==> src/rtl/vga_pkg.sv <==
// Shared types and helpers for the VGA colour output stage.
// Mode encoding, sync bundle and the default palette generator.
package vga_pkg;

  typedef enum logic [1:0] {
    MODE_PALETTE = 2'd0,
    MODE_DIRECT  = 2'd1,
    MODE_BARS    = 2'd2,
    MODE_BLANK   = 2'd3
  } vga_mode_e;

  localparam int MAX_OUT_BITS = 16;

  typedef struct packed {
    logic hs;
    logic vs;
    logic von;
  } sync_t;

  // Entry i is {R=i[2],G=i[1],B=i[0]}, each bit replicated out_bits times.
  function automatic logic [3*MAX_OUT_BITS-1:0] default_pal_entry(
    input logic [31:0] idx,
    input int          out_bits
  );
    logic [MAX_OUT_BITS-1:0]   r;
    logic [MAX_OUT_BITS-1:0]   g;
    logic [MAX_OUT_BITS-1:0]   b;
    logic [3*MAX_OUT_BITS-1:0] e;
    r = '0;
    g = '0;
    b = '0;
    for (int k = 0; k < MAX_OUT_BITS; k++) begin
      if (k < out_bits) begin
        r = {r[MAX_OUT_BITS-2:0], idx[2]};
        g = {g[MAX_OUT_BITS-2:0], idx[1]};
        b = {b[MAX_OUT_BITS-2:0], idx[0]};
      end
    end
    e = ({32'b0, r} << (2 * out_bits))
      | ({32'b0, g} << out_bits)
      | {32'b0, b};
    return e;
  endfunction

endpackage

==> src/rtl/vga_palette.sv <==
// Writable colour palette: one write port, registered read.
// Reset restores every entry to its default colour.
module vga_palette
  import vga_pkg::*;
#(
  parameter int OUT_BITS = 4,
  parameter int IDX_BITS = 3
) (
  input  logic                  clk,
  input  logic                  reset,
  input  logic                  we,
  input  logic [IDX_BITS-1:0]   waddr,
  input  logic [3*OUT_BITS-1:0] wdata,
  input  logic [IDX_BITS-1:0]   raddr,
  output logic [3*OUT_BITS-1:0] rdata
);

  localparam int DEPTH = 2 ** IDX_BITS;
  localparam int CW    = 3 * OUT_BITS;

  logic [CW-1:0] mem [DEPTH];

  // Read samples the pre-write contents, so same-address reads see old data.
  always_ff @(posedge clk) begin
    if (reset) begin
      for (int i = 0; i < DEPTH; i++) begin
        mem[i] <= CW'(default_pal_entry(i, OUT_BITS));
      end
      rdata <= '0;
    end else begin
      if (we) begin
        mem[waddr] <= wdata;
      end
      rdata <= mem[raddr];
    end
  end

endmodule

==> src/rtl/vga_color_stage.sv <==
// VGA output stage: palette/direct/bars/blank colour, delayed syncs,
// frame-synchronous mode switching and frame start pulse.
module vga_color_stage
  import vga_pkg::*;
#(
  parameter int OUT_BITS    = 4,
  parameter int IDX_BITS    = 3,
  parameter int PIPE_STAGES = 2,
  parameter bit HS_ACT_LOW  = 1'b1,
  parameter bit VS_ACT_LOW  = 1'b1,
  parameter int BAR_WIDTH   = 80
) (
  input  logic                  clk,
  input  logic                  reset,
  input  logic                  hsync_in,
  input  logic                  vsync_in,
  input  logic                  video_on,
  input  logic [IDX_BITS-1:0]   pix_idx,
  input  logic [1:0]            mode_req,
  input  logic                  pal_we,
  input  logic [IDX_BITS-1:0]   pal_addr,
  input  logic [3*OUT_BITS-1:0] pal_data,
  output logic                  hsync,
  output logic                  vsync,
  output logic                  HS_probe,
  output logic                  VS_probe,
  output logic [OUT_BITS-1:0]   VGA_R,
  output logic [OUT_BITS-1:0]   VGA_G,
  output logic [OUT_BITS-1:0]   VGA_B,
  output logic [1:0]            mode_active,
  output logic                  frame_start
);

  localparam int CW = 3 * OUT_BITS;
  localparam int SW = (BAR_WIDTH > 1) ? $clog2(BAR_WIDTH) : 1;
  localparam logic [SW-1:0] SUB_LAST = SW'(BAR_WIDTH - 1);

  logic hs_on;
  logic vs_on;
  logic hs_prev;
  logic vs_prev;
  logic hs_edge;
  logic vs_edge;

  vga_mode_e mode_q;

  logic [SW-1:0]       sub_cnt;
  logic [IDX_BITS-1:0] bar_idx;
  logic [IDX_BITS-1:0] rd_addr;

  sync_t               s1;
  vga_mode_e           s1_mode;
  logic [IDX_BITS-1:0] s1_idx;
  logic [CW-1:0]       pal_q;
  logic [CW-1:0]       c1;

  logic          hs_o;
  logic          vs_o;
  logic [CW-1:0] col_o;
  logic          vs_o_on;
  logic          vs_o_prev;

  assign hs_on   = hsync_in ^ HS_ACT_LOW;
  assign vs_on   = vsync_in ^ VS_ACT_LOW;
  assign hs_edge = hs_on & ~hs_prev;
  assign vs_edge = vs_on & ~vs_prev;

  always_ff @(posedge clk) begin
    if (reset) begin
      hs_prev <= 1'b0;
      vs_prev <= 1'b0;
      mode_q  <= MODE_PALETTE;
    end else begin
      hs_prev <= hs_on;
      vs_prev <= vs_on;
      if (vs_edge) begin
        mode_q <= vga_mode_e'(mode_req);
      end
    end
  end

  always_ff @(posedge clk) begin
    if (reset || hs_edge) begin
      sub_cnt <= '0;
      bar_idx <= '0;
    end else if (video_on) begin
      if (sub_cnt == SUB_LAST) begin
        sub_cnt <= '0;
        bar_idx <= bar_idx + 1'b1;
      end else begin
        sub_cnt <= sub_cnt + 1'b1;
      end
    end
  end

  assign rd_addr = (mode_q == MODE_BARS) ? bar_idx : pix_idx;

  vga_palette #(
    .OUT_BITS (OUT_BITS),
    .IDX_BITS (IDX_BITS)
  ) u_palette (
    .clk   (clk),
    .reset (reset),
    .we    (pal_we),
    .waddr (pal_addr),
    .wdata (pal_data),
    .raddr (rd_addr),
    .rdata (pal_q)
  );

  // Side-band registers that travel alongside the palette read.
  always_ff @(posedge clk) begin
    if (reset) begin
      s1      <= '{hs: HS_ACT_LOW, vs: VS_ACT_LOW, von: 1'b0};
      s1_mode <= MODE_PALETTE;
      s1_idx  <= '0;
    end else begin
      s1      <= '{hs: hsync_in, vs: vsync_in, von: video_on};
      s1_mode <= mode_q;
      s1_idx  <= pix_idx;
    end
  end

  always_comb begin
    c1 = '0;
    if (s1.von) begin
      unique case (s1_mode)
        MODE_PALETTE: c1 = pal_q;
        MODE_DIRECT:  c1 = {{OUT_BITS{s1_idx[2]}},
                            {OUT_BITS{s1_idx[1]}},
                            {OUT_BITS{s1_idx[0]}}};
        MODE_BARS:    c1 = pal_q;
        MODE_BLANK:   c1 = '0;
      endcase
    end
  end

  if (PIPE_STAGES == 1) begin : g_direct
    assign hs_o  = s1.hs;
    assign vs_o  = s1.vs;
    assign col_o = c1;
  end else begin : g_pipe
    localparam int N = PIPE_STAGES - 1;

    logic [N-1:0]  hs_d;
    logic [N-1:0]  vs_d;
    logic [CW-1:0] col_d [N];

    always_ff @(posedge clk) begin
      if (reset) begin
        hs_d <= {N{HS_ACT_LOW}};
        vs_d <= {N{VS_ACT_LOW}};
        for (int k = 0; k < N; k++) begin
          col_d[k] <= '0;
        end
      end else begin
        hs_d[0]  <= s1.hs;
        vs_d[0]  <= s1.vs;
        col_d[0] <= c1;
        for (int k = 1; k < N; k++) begin
          hs_d[k]  <= hs_d[k-1];
          vs_d[k]  <= vs_d[k-1];
          col_d[k] <= col_d[k-1];
        end
      end
    end

    assign hs_o  = hs_d[N-1];
    assign vs_o  = vs_d[N-1];
    assign col_o = col_d[N-1];
  end

  assign vs_o_on = vs_o ^ VS_ACT_LOW;

  always_ff @(posedge clk) begin
    if (reset) begin
      vs_o_prev <= 1'b0;
    end else begin
      vs_o_prev <= vs_o_on;
    end
  end

  assign frame_start = vs_o_on & ~vs_o_prev & ~reset;

  assign hsync       = hs_o;
  assign vsync       = vs_o;
  assign HS_probe    = hs_o;
  assign VS_probe    = vs_o;
  assign VGA_R       = col_o[CW-1 -: OUT_BITS];
  assign VGA_G       = col_o[2*OUT_BITS-1 -: OUT_BITS];
  assign VGA_B       = col_o[OUT_BITS-1:0];
  assign mode_active = mode_q;

endmodule

==> config.mk <==
export PLATFORM = sky130hd
export DESIGN_NAME = vga_color_stage
export DESIGN_NICKNAME = d
export VERILOG_FILES = /design/src/rtl/vga_pkg.sv /design/src/rtl/vga_palette.sv /design/src/rtl/vga_color_stage.sv
export SDC_FILE = /design/constraint.sdc
export NUM_CORES = 1
export LEC_CHECK = 0
export BUFFER_PORTS_ARGS = -buffer_cell sky130_fd_sc_hd__buf_2
export CORE_MARGIN = 2
export CORE_UTILIZATION = 30
export DETAILED_ROUTE_END_ITERATION = 7
export PLACE_DENSITY = 0.42
export REMOVE_ABC_BUFFERS = 1
export SYNTH_ARGS = -nofsm -noshare
export SYNTH_HDL_FRONTEND = slang
export SYNTH_SLANG_ARGS = --single-unit
==> constraint.sdc <==
create_clock -name clk -period 5.7 [get_ports clk]
set_clock_uncertainty 0.05 [all_clocks]
set_input_delay 0.285 -clock clk [delete_from_list [all_inputs] [get_ports clk]]
set_output_delay 0.285 -clock clk [all_outputs]
set_load 0.01 [all_outputs]
==> flow_results.xml <==
<?xml version="1.0" encoding="UTF-8"?>
<metrics>
  <group name="sta">
    <metric name="tightest_slew" unit="ps">1100</metric>
    <metric name="setup_viol" unit="">0</metric>
    <metric name="period_needed" unit="ps">2990</metric>
    <metric name="fin_crit_sh" unit="%">52.5</metric>
    <metric name="relSlewSlack" unit="%">26.5</metric>
    <metric name="achievable-frequency" unit="MHz">334</metric>
    <metric name="hold_viol_final" unit="">0</metric>
    <metric name="setup_total_negative_slack" unit="ps">0</metric>
    <metric name="setup_repair_after_global_routing_missed_its_margin" unit="">false</metric>
    <metric name="drv_slew" unit="">0</metric>
  </group>
  <group name="setup_path">
    <metric name="timing.critical_path.from_type" unit="">input port</metric>
    <metric name="cp.arrival" unit="ps">2990</metric>
    <metric name="crit_path_max_cell_delay" unit="ps">700</metric>
    <metric name="worstRegToRegCells" unit="">5</metric>
    <metric name="worstPathRequired" unit="ps">5700</metric>
    <metric name="timing.critical_path.to" unit="">u_palette.mem[1][11]</metric>
    <metric name="reg2reg_from" unit="">mode_active[0]</metric>
    <metric name="r2r_setup_slack" unit="ps">3080</metric>
    <metric name="reg_to_reg_critical_path_endpoint" unit="">u_palette.rdata[1]</metric>
    <metric name="timing.critical_path.cells" unit="">buf_2 -&gt; buf_4 -&gt; inv_2 -&gt; nand3_2 -&gt; nor3_2 -&gt; or2_1</metric>
    <metric name="wp_buf_inv" unit="">3</metric>
    <metric name="setup.worst_path.end_class" unit="">register</metric>
    <metric name="kind_of_cell_adding_the_most_delay_to_the_critical_path" unit="">simple AND/OR/NAND/NOR gates</metric>
    <metric name="crit_slowest_cell" unit="">nor3_2</metric>
    <metric name="critPathMaxFanout" unit="">34</metric>
    <metric name="crit_type" unit="">input port to register</metric>
    <metric name="worst-path-stages" unit="">6</metric>
    <metric name="setup.worst_path.start" unit="">reset</metric>
  </group>
  <group name="global_route">
    <metric name="groute.layer.met1.usage" unit="%">23.4</metric>
    <metric name="top_usage_layer" unit="">met2</metric>
    <metric name="global_route.usage.met2" unit="%">27.1</metric>
    <metric name="grt_pass1_vias" unit="">5482</metric>
    <metric name="remaining_global_route_overflow" unit="">0</metric>
    <metric name="grt_first_pass_wirelength" unit="mm">33.3</metric>
    <metric name="grt.total_usage" unit="%">17.2</metric>
    <metric name="antenna_found_initial" unit="">1</metric>
    <metric name="grt_start_max_net_pins" unit="">53</metric>
    <metric name="globalRouteMet3Util" unit="%">3.64</metric>
  </group>
  <group name="synth">
    <metric name="synthDominantCellAreaShare" unit="%">38.2</metric>
    <metric name="synth_flop_cell" unit="">edfxtp_1</metric>
    <metric name="synth-seq-area-share" unit="%">51.2</metric>
    <metric name="syn_area_per_cell" unit="µm²">9.81</metric>
    <metric name="syn_area" unit="µm²">7540</metric>
    <metric name="synth_register_bits" unit="">145</metric>
    <metric name="syn_inst" unit="">769</metric>
    <metric name="synth_top_cell_by_area" unit="">edfxtp_1</metric>
    <metric name="ys_warn_count" unit="">0</metric>
    <metric name="top_cells_by_area_synth" unit="">edfxtp_1 38%, dfxtp_1 13%, nand2b_1 9.9%</metric>
    <metric name="synth_enable_flop_cells" unit="">96</metric>
    <metric name="yosys.cell_types.count" unit="">41</metric>
    <metric name="synthArstFlopShare" unit="%">0</metric>
  </group>
  <group name="route">
    <metric name="vias_per_cell" unit="">5.01</metric>
    <metric name="antenna_violating_nets_post_route" unit="">0</metric>
    <metric name="total_via_count_in_the_routed_design" unit="">5637</metric>
    <metric name="drt_pass1_iterations" unit="">5</metric>
    <metric name="detail_route.drc_violations" unit="">0</metric>
    <metric name="drt_iter0_drc" unit="">523</metric>
    <metric name="drt-total-wl" unit="mm">22.1</metric>
    <metric name="detail_route.wl_per_cell" unit="µm">19.7</metric>
  </group>
  <group name="min_path">
    <metric name="worst_hold_class" unit="">input port to register</metric>
    <metric name="hold_path_origin" unit="">vsync_in</metric>
  </group>
  <group name="power_and_ir_drop">
    <metric name="maximum_ir_drop_on_the_vdd_rail" unit="mV">0.163</metric>
    <metric name="post-layout-total-power" unit="mW">2.47</metric>
    <metric name="power.density" unit="nW/µm²">293</metric>
    <metric name="cellLeakagePower" unit="nW">2.93</metric>
  </group>
  <group name="cts">
    <metric name="postCtsHoldBufs" unit="">0</metric>
    <metric name="cts_inserted_buffers" unit="">17</metric>
    <metric name="clock_tree.root_cell" unit="">clkbuf_16</metric>
    <metric name="cts_num_sinks" unit="">145</metric>
    <metric name="worst_skew_pair_later_pin_latency" unit="ps">420</metric>
    <metric name="htree_num_levels" unit="">4</metric>
    <metric name="clockBufferDepth" unit="">2</metric>
    <metric name="cts_tree" unit="">done</metric>
    <metric name="cts_post_setup_buffers_inserted" unit="">0</metric>
    <metric name="clock_pin_transition_on_the_worst_setup_and_hold_timing_paths" unit="ps">60</metric>
    <metric name="post_cts.resized_instances" unit="">0</metric>
  </group>
  <group name="floorplanning">
    <metric name="core_area" unit="µm²">25000</metric>
    <metric name="effective_utilization_at_floorplan" unit="%">30.2</metric>
    <metric name="placement_rows" unit="">58</metric>
    <metric name="die_w" unit="µm">163</metric>
    <metric name="die-area" unit="µm²">26400</metric>
    <metric name="design.portCount" unit="">45</metric>
    <metric name="vertical_extent_of_the_die" unit="µm">163</metric>
  </group>
  <group name="finish">
    <metric name="final_core_utilization" unit="%">33.8</metric>
    <metric name="drive_gt1_share" unit="%">14.5</metric>
    <metric name="nNetsFinal" unit="">809</metric>
    <metric name="layout-area-overhead-vs-synth" unit="%">11.8</metric>
  </group>
  <group name="placement">
    <metric name="port_buffers" unit="">44</metric>
    <metric name="hpwl" unit="mm">14.7</metric>
    <metric name="gp_congestion" unit="">0.781</metric>
  </group>
  <group name="job">
    <metric name="drv.max_cap_violation_count" unit="">0</metric>
  </group>
  <group name="outcome">
    <metric name="status" unit="">finished, final reports clean</metric>
  </group>
</metrics>
## flip-flops by register name, indices dropped and copies added, names as in the netlist
| register | flops |
|---|---|
| VS_probe | 1 |
| vs_prev | 1 |
| sub_cnt | 7 |
| s1_mode | 2 |
| s1_idx | 3 |
| u_palette.mem | 96 |
| bar_idx | 3 |
| vs_o_prev | 1 |
| s1 | 3 |
| g_pipe.col_d | 12 |
| mode_active | 2 |
| hs_prev | 1 |
| u_palette.rdata | 12 |
| HS_probe | 1 |
## where the power goes
| part | total, mW | switching (mW) | internal (mW) | leakage, nW |
|---|---|---|---|---|
| logic | 0.229 | 0.157 | 0.0716 | 1.32 |
| clock network | 1.02 | 0.435 | 0.583 | 0.270 |
| registers | 1.22 | 0.0382 | 1.18 | 1.34 |
## final cells by class
class                      count  area, µm²
fill                        2553      16500
sequential                   145       3860
multi-input combinational    564       3340
clock buffer                  20        459
tap                          330        413
timing repair buffer          50        265
clock inverter                11       75.1
inverter                       3       11.3
antenna                        2       5.00
## kinds of logic (layout without fill, tap and decap cells)
family          count (synthesis)  in the layout  synth area share (%)
flops                         145            145                  51.2
mux                             3              3                 0.697
compound gates                175            175                  14.7
other cells                     0              2                     0
xor+xnor                        6              6                 0.697
fa+ha+maj                       2              2                 0.332
simple gates                  378            378                  27.7
buf+inv                        60             84                  4.58
## cells in the final DEF (no fill, tap or decap), drive strengths merged
cell type / count
or4b: 1
nand2b: 119
nand4bb: 1
o31ai: 1
xnor2: 1
nand3b: 2
nor2b: 11
buf: 50
nor3: 3
dfxtp: 49
and2: 48
a21oi: 114
nand3: 4
ha: 2
diode: 2
clkbuf: 20
nor3b: 2
clkinv: 5
and3: 1
or3: 44
o21ai: 12
edfxtp: 96
xor2: 5
mux2: 2
inv: 8
mux2i: 1
nand2: 107
or2: 5
clkinvlp: 1
and4: 1
nand4: 15
o211ai: 48
nor2: 14
## worst min-delay path by stage
stage / endpoint / depth (start not counted)
after global routing: vs_prev / 2
after floorplan: mode_active[0] / 1
after CTS: vs_prev / 2
after detailed placement: VS_probe / 1
final: vs_prev / 2
after global placement: VS_probe / 1
## per-layer routing
layer | up-vias | part of all wire [%]
li1 | 2717 | -
met1 | 2723 | 47
met2 | 159 | 45
met3 | 36 | 5.1
met4 | 2 | 2.9
met5 | - | 0.059
## metrics by stage
step,setup slack [ps],std cells,area (µm²),hold WS [ps]
2_1_floorplan,3190,712,7210,304
6_report,2710,1125,8430,24.9
5_1_grt,2400,1123,8430,26.7
3_3_place_gp,2360,1092,7890,344
4_1_cts,2710,1123,8430,5.35
3_5_place_dp,2290,1092,7890,347
## cells in the mapped netlist, types with 8 or more instances
| cell | instances |
|---|---|
| a21oi_1 | 114 |
| and2_1 | 48 |
| buf_2 | 21 |
| buf_6 | 8 |
| clkbuf_1 | 21 |
| dfxtp_1 | 49 |
| edfxtp_1 | 96 |
| nand2_1 | 107 |
| nand2b_1 | 119 |
| nand4_1 | 15 |
| nor2_1 | 14 |
| nor2b_1 | 10 |
| o211ai_1 | 28 |
| o211ai_2 | 20 |
| o21ai_0 | 10 |
| or3_1 | 44 |
Power figures use the tool's default switching activity.
